--- src/rtl/controller_pkg.sv ---
// Shared types and sizing for the game-controller responder.
`timescale 1ns/1ps
package controller_pkg;

    typedef enum logic [1:0] {
        ST_IDLE,
        ST_LOAD,
        ST_SHIFT,
        ST_DONE
    } state_e;

    localparam int BUTTON_W    = 8;
    localparam int SYNC_STAGES = 2;
    localparam int CNT_W       = $clog2(BUTTON_W + 1);

endpackage

--- src/rtl/sync_2ff_m.sv ---
// Single-bit two-flop synchronizer for asynchronous host strobes.
`timescale 1ns/1ps
module sync_2ff_m
    import controller_pkg::*;
(
    input  logic clk,
    input  logic rst_n,
    input  logic d,
    output logic q
);

    logic [SYNC_STAGES-1:0] sync_p;

    always_ff @(posedge clk or negedge rst_n) begin
        if (!rst_n) begin
            sync_p <= '0;
        end else begin
            sync_p <= {sync_p[SYNC_STAGES-2:0], d};
        end
    end

    assign q = sync_p[SYNC_STAGES-1];

endmodule

--- src/rtl/controller_responder_m.sv ---
// Device side of the serial controller link: latches a button snapshot on the
// host latch strobe and shifts it out MSB first, active-low, on host clock edges.
`timescale 1ns/1ps
module controller_responder_m
    import controller_pkg::*;
#(
    parameter logic TRAILING_B = 1'b1
)
(
    input  logic                clk_12_5875,
    input  logic                rst_B,
    input  logic                controller_clk,
    input  logic                controller_latch,
    input  logic [BUTTON_W-1:0] buttons_in,
    input  logic                buttons_valid,
    output logic                buttons_ready,
    output logic                data_out_B,
    output logic                poll_done,
    output logic [7:0]          poll_count
);

    localparam int                MSB  = BUTTON_W - 1;
    localparam logic [CNT_W-1:0] LAST = CNT_W'(BUTTON_W - 1);

    logic                clk_s;
    logic                latch_s;
    logic                clk_s_d;
    logic                clk_rise;

    state_e              state;
    state_e              state_nxt;
    logic [BUTTON_W-1:0] snapshot;
    logic [BUTTON_W-1:0] shreg;
    logic [BUTTON_W-1:0] shreg_nxt;
    logic [CNT_W-1:0]    cnt;
    logic [CNT_W-1:0]    cnt_nxt;
    logic                dout_nxt;
    logic                done_nxt;

    sync_2ff_m u_sync_clk (
        .clk   (clk_12_5875),
        .rst_n (rst_B),
        .d     (controller_clk),
        .q     (clk_s)
    );

    sync_2ff_m u_sync_latch (
        .clk   (clk_12_5875),
        .rst_n (rst_B),
        .d     (controller_latch),
        .q     (latch_s)
    );

    always_ff @(posedge clk_12_5875 or negedge rst_B) begin
        if (!rst_B) begin
            clk_s_d <= 1'b0;
        end else begin
            clk_s_d <= clk_s;
        end
    end

    assign clk_rise = clk_s & ~clk_s_d;

    // Snapshot is frozen while the host latches so a poll never sees a torn value.
    assign buttons_ready = ~latch_s;

    always_ff @(posedge clk_12_5875 or negedge rst_B) begin
        if (!rst_B) begin
            snapshot <= '0;
        end else if (buttons_valid && buttons_ready) begin
            snapshot <= buttons_in;
        end
    end

    always_comb begin
        state_nxt = state;
        shreg_nxt = shreg;
        cnt_nxt   = cnt;
        dout_nxt  = data_out_B;
        done_nxt  = 1'b0;
        if (latch_s) begin
            state_nxt = ST_LOAD;
            shreg_nxt = snapshot;
            cnt_nxt   = '0;
            dout_nxt  = ~snapshot[MSB];
        end else begin
            case (state)
                ST_IDLE: dout_nxt = 1'b1;
                ST_LOAD: begin
                    state_nxt = ST_SHIFT;
                    dout_nxt  = ~shreg[MSB];
                end
                ST_SHIFT: begin
                    dout_nxt = ~shreg[MSB];
                    if (clk_rise) begin
                        shreg_nxt = {shreg[MSB-1:0], 1'b0};
                        cnt_nxt   = cnt + CNT_W'(1);
                        // Output is registered from next-state values, so the
                        // trailing level lands on the same cycle as poll_done.
                        if (cnt == LAST) begin
                            state_nxt = ST_DONE;
                            dout_nxt  = TRAILING_B;
                            done_nxt  = 1'b1;
                        end else begin
                            dout_nxt = ~shreg[MSB-1];
                        end
                    end
                end
                ST_DONE: dout_nxt = TRAILING_B;
                default: begin
                    state_nxt = ST_IDLE;
                    dout_nxt  = 1'b1;
                end
            endcase
        end
    end

    always_ff @(posedge clk_12_5875 or negedge rst_B) begin
        if (!rst_B) begin
            state      <= ST_IDLE;
            shreg      <= '0;
            cnt        <= '0;
            data_out_B <= 1'b1;
            poll_done  <= 1'b0;
            poll_count <= 8'd0;
        end else begin
            state      <= state_nxt;
            shreg      <= shreg_nxt;
            cnt        <= cnt_nxt;
            data_out_B <= dout_nxt;
            poll_done  <= done_nxt;
            if (done_nxt) begin
                poll_count <= poll_count + 8'd1;
            end
        end
    end

endmodule

--- config.mk ---
export PLATFORM = sky130hd
export DESIGN_NAME = controller_responder_m
export DESIGN_NICKNAME = d
export VERILOG_FILES = /design/src/rtl/controller_pkg.sv /design/src/rtl/sync_2ff_m.sv /design/src/rtl/controller_responder_m.sv
export SDC_FILE = /design/constraint.sdc
export NUM_CORES = 1
export LEC_CHECK = 0
export CAP_MARGIN = 20
export CORE_MARGIN = 10
export CORE_UTILIZATION = 53
export DETAILED_ROUTE_END_ITERATION = 8
export GPL_TIMING_DRIVEN = 0
export PLACE_DENSITY = 0.76
export SLEW_MARGIN = 20
export SYNTH_ARGS = -nofsm -noshare
export SYNTH_HDL_FRONTEND = slang
export SYNTH_SLANG_ARGS = --single-unit
--- constraint.sdc ---
create_clock -name clk_12_5875 -period 1.9 [get_ports clk_12_5875]
set_input_delay 0.38 -clock clk_12_5875 [delete_from_list [all_inputs] [get_ports clk_12_5875]]
set_output_delay 0.38 -clock clk_12_5875 [all_outputs]
set_load 0.05 [all_outputs]
==> out/results.txt <==
Status: completed
DP HPWL: 2.05 mm
First-pass GRT wire length: 4.80 mm
Worst Hold Class: register to register
Tmin final: 1.80 ns
Clock Pin Slew Worst Setup and Hold Paths: 0.11 ns
Post-place setup slack: 0.171 ns
Switching power: 0.499 mW
Total core area: 0.00300 mm²
Clk Latency, worst-skew pair: 0.34 ns
First-pass DRT Iterations: 2
Syn Inst Count: 135
Ys async rst share: 1.00
Syn nets: 152
GRT busiest layer: met2
CP arrival: 1.42 ns
Fillcell total: 245
Post-CTS Setup Inserts: 0
Critical path peak fanout: 8
Flop2flop setup slack: 0.25 ns
RSZ-0062 raised after global routing: false
Drt via density: 5.31
Area leader, netlist: dfrtp_1
Internal: 1.19 mW
Synth top area share: 0.554
Cts bufs inserted: 5
Layout cells sized above 1: 0.173
Final period util: 0.945
Reg area: 927 µm²
Slew @ Worst Pin: 0.508 ns
Logic pwr share: 0.206
Max frequency: 557 MHz
IO Port Bufs: 23
IO Count: 24
TritonCTS clock tree: yes
Overflow after GRT: 0
Number of enable flip-flop cells after synthesis: 0
Crit. End Element: output pin
Avg Cell Area, Syn: 12.0 µm²
Yosys reg bits: 37
Antenna-violating nets left: 0
P_leak: 1.01 nW
Final WS setup: 0.104 ns
Die height: 75.4 µm
Max Cap Viol: 0
Power per cell area: 852 mW/mm²
# rows: 20
H-tree levels: 2
TritonCTS Sinks: 37
Largest net degree at the start of global routing: 25
Sequential power share: 0.558
Synth Cell Area: 0.00163 mm²
WL/cell: 13.6 µm
Net Sw Frac: 0.296
Fin nets: 184
Met2 Usage GRT: 0.184
Clock Power Share: 0.237
Clk root buf: clkbuf_4
Slew HR: 0.661
Initial drt markers: 40
Final clock skew: 0.00708 ns
Placed Cells: 192
CP startpoint kind: register
Seq/Total Area, Yosys: 0.570
Distinct cell type count after synthesis: 33
Antenna violations before repair: 0
Required time of the critical path: 1.52 ns
Number of global-route vias before repair: 1115
Placer Congestion: 0.819
CTS Buffer Depth: 2
Fin cells: 201
Met1 usage: 0.119
Antenna diode count: 0
Initial Utilization: 0.541
Area of the multi-input gates: 651 µm²
DR vias: 1067
# setup viols final: 0
Die area: 0.00568 mm²
Final Hold Vio Count: 0
GRT Total Usage: 0.110
Ys flop type: dfrtp_1
Area grow syn2layout: 21.6%
WL final: 2.73 mm
Maximum vdd ir drop: 0.000645 V
Synth Warn #: 0
Final Max Tran Viols: 0
Residual DRC count: 0
Worst Path Class, Setup: register to output pin
Die W: 75.4 µm
Area contributors post-synth: dfrtp_1 (55%), mux2_2 (5.5%), xor2_1 (4.8%), mux2i_1 (4.3%), o21ai_0 (3.4%)
Met3 usage in global routing: 0.0560
-- layer usage --
metal | share of wire | wire [µm]
met1 | 0.43 | 1180
met3 | 0.080 | 217
met2 | 0.48 | 1300
met5 | 0 | 0
met4 | 0.011 | 29
-- worst paths after layout --
path / start / end / cells past startpoint
worst max-delay path: u_sync_latch.sync_p[1]$_DFF_PN0_ / buttons_ready / 2
worst min-delay path: u_sync_latch.sync_p[0]$_DFF_PN0_ / u_sync_latch.sync_p[1]$_DFF_PN0_ / 0
worst max register to register: state[0]$_DFFE_PN0P_ / poll_count[1]$_DFFE_PN0P_ / 6
worst min register to register: u_sync_latch.sync_p[0]$_DFF_PN0_ / u_sync_latch.sync_p[1]$_DFF_PN0_ / 0
max in group asynchronous: rst_B / data_out_B$_DFF_PN1_ / 3
min in group asynchronous: rst_B / poll_count[5]$_DFFE_PN0P_ / 2
-- what timing repair did --
item,4_1_cts,5_1_grt
hold buffers,1,0
hold endpoints to repair,13,0
endpoints found under the setup margin,10,2
resized for setup,10,2
cloned,0,0
-- area by class of cell --
type                       count  area share
sequential                    37       0.469
multi-input combinational     87       0.329
timing repair buffer          25       0.129
tap                           33      0.0209
clock buffer                   5      0.0190
buffer                         5      0.0127
inverter                       6      0.0114
clock inverter                 3     0.00887
-- power by group through the flow --
stage               Clock (mW)  Sequential, mW  Combinational [mW]
floorplan                    0           0.983               0.210
global placement             0           0.952               0.337
detailed placement           0           0.957               0.355
CTS                      0.412           0.940               0.353
global route             0.447           0.954               0.398
finish                   0.399           0.939               0.346
-- cell families (layout without fill, tap and decap cells) --
family | after synthesis | in the layout | synth area share
mux | 16 | 16 | 0.105
flops | 37 | 37 | 0.570
compound gates | 18 | 18 | 0.0608
xor+xnor | 9 | 9 | 0.0485
buf+inv | 11 | 44 | 0.0293
simple gates | 40 | 40 | 0.155
fa+ha+maj | 4 | 4 | 0.0308
-- cell usage in the layout (no fill, tap or decap), types with 2 or more instances in the layout --
cell             synthesis  layout
dfrtp_1                 36      36
nand2_1                 12      12
o21ai_0                 11      11
clkdlybuf4s50_1          0      11
xor2_1                   9       9
dlygate4sd2_1            0       9
mux2_2                   8       8
mux2i_1                  7       7
inv_1                    6       6
nand3_1                  6       6
clkbuf_4                 0       5
nor2_1                   4       4
ha_1                     4       4
a21oi_1                  3       3
buf_2                    2       3
nor4_2                   3       3
nor2b_1                  2       2
nand3b_1                 2       2
clkbuf_1                 2       2
nor3_1                   2       2
clkinv_2                 0       2
-- worst max-delay path, stage by stage, from the launching register on --
cell             delay [ns]
dfrtp_1                0.48
inv_1                  0.10
clkdlybuf4s15_1        0.50
-- state kept, by name, indices dropped and copies added (netlist names) --
signal,count
data_out_B,1
u_sync_clk.sync_p,2
cnt,4
snapshot,8
poll_count,8
u_sync_latch.sync_p,2
shreg,8
poll_done,1
clk_s_d,1
state,2
-- cell usage after synthesis (2+ instances only) --
cell type  instances
ha_1               4
nand3_1            6
nor2_1             4
nor3_1             2
nor2b_1            2
nand2_1           12
buf_2              2
nor4_2             3
o21ai_0           11
clkbuf_1           2
mux2i_1            7
xor2_1             9
dfrtp_1           36
mux2_2             8
nand3b_1           2
inv_1              6
a21oi_1            3
-- per-stage QoR --
| step | power [mW] | area (µm²) | utilization | hold slack [ns] | setup TNS, ns |
|---|---|---|---|---|---|
| CTS | 1.70 | 1970 | 0.657 | 0.363 | 0 |
| global placement | 1.29 | 1900 | 0.632 | 0.333 | -11.50 |
| detailed placement | 1.31 | 1920 | 0.639 | 0.311 | 0 |
| finish | 1.68 | 1980 | 0.658 | 0.361 | 0 |
| global route | 1.80 | 1980 | 0.658 | 0.365 | 0 |
| floorplan | 1.19 | 1630 | - | 0.0844 | 0 |
Power figures use the tool's default switching activity.
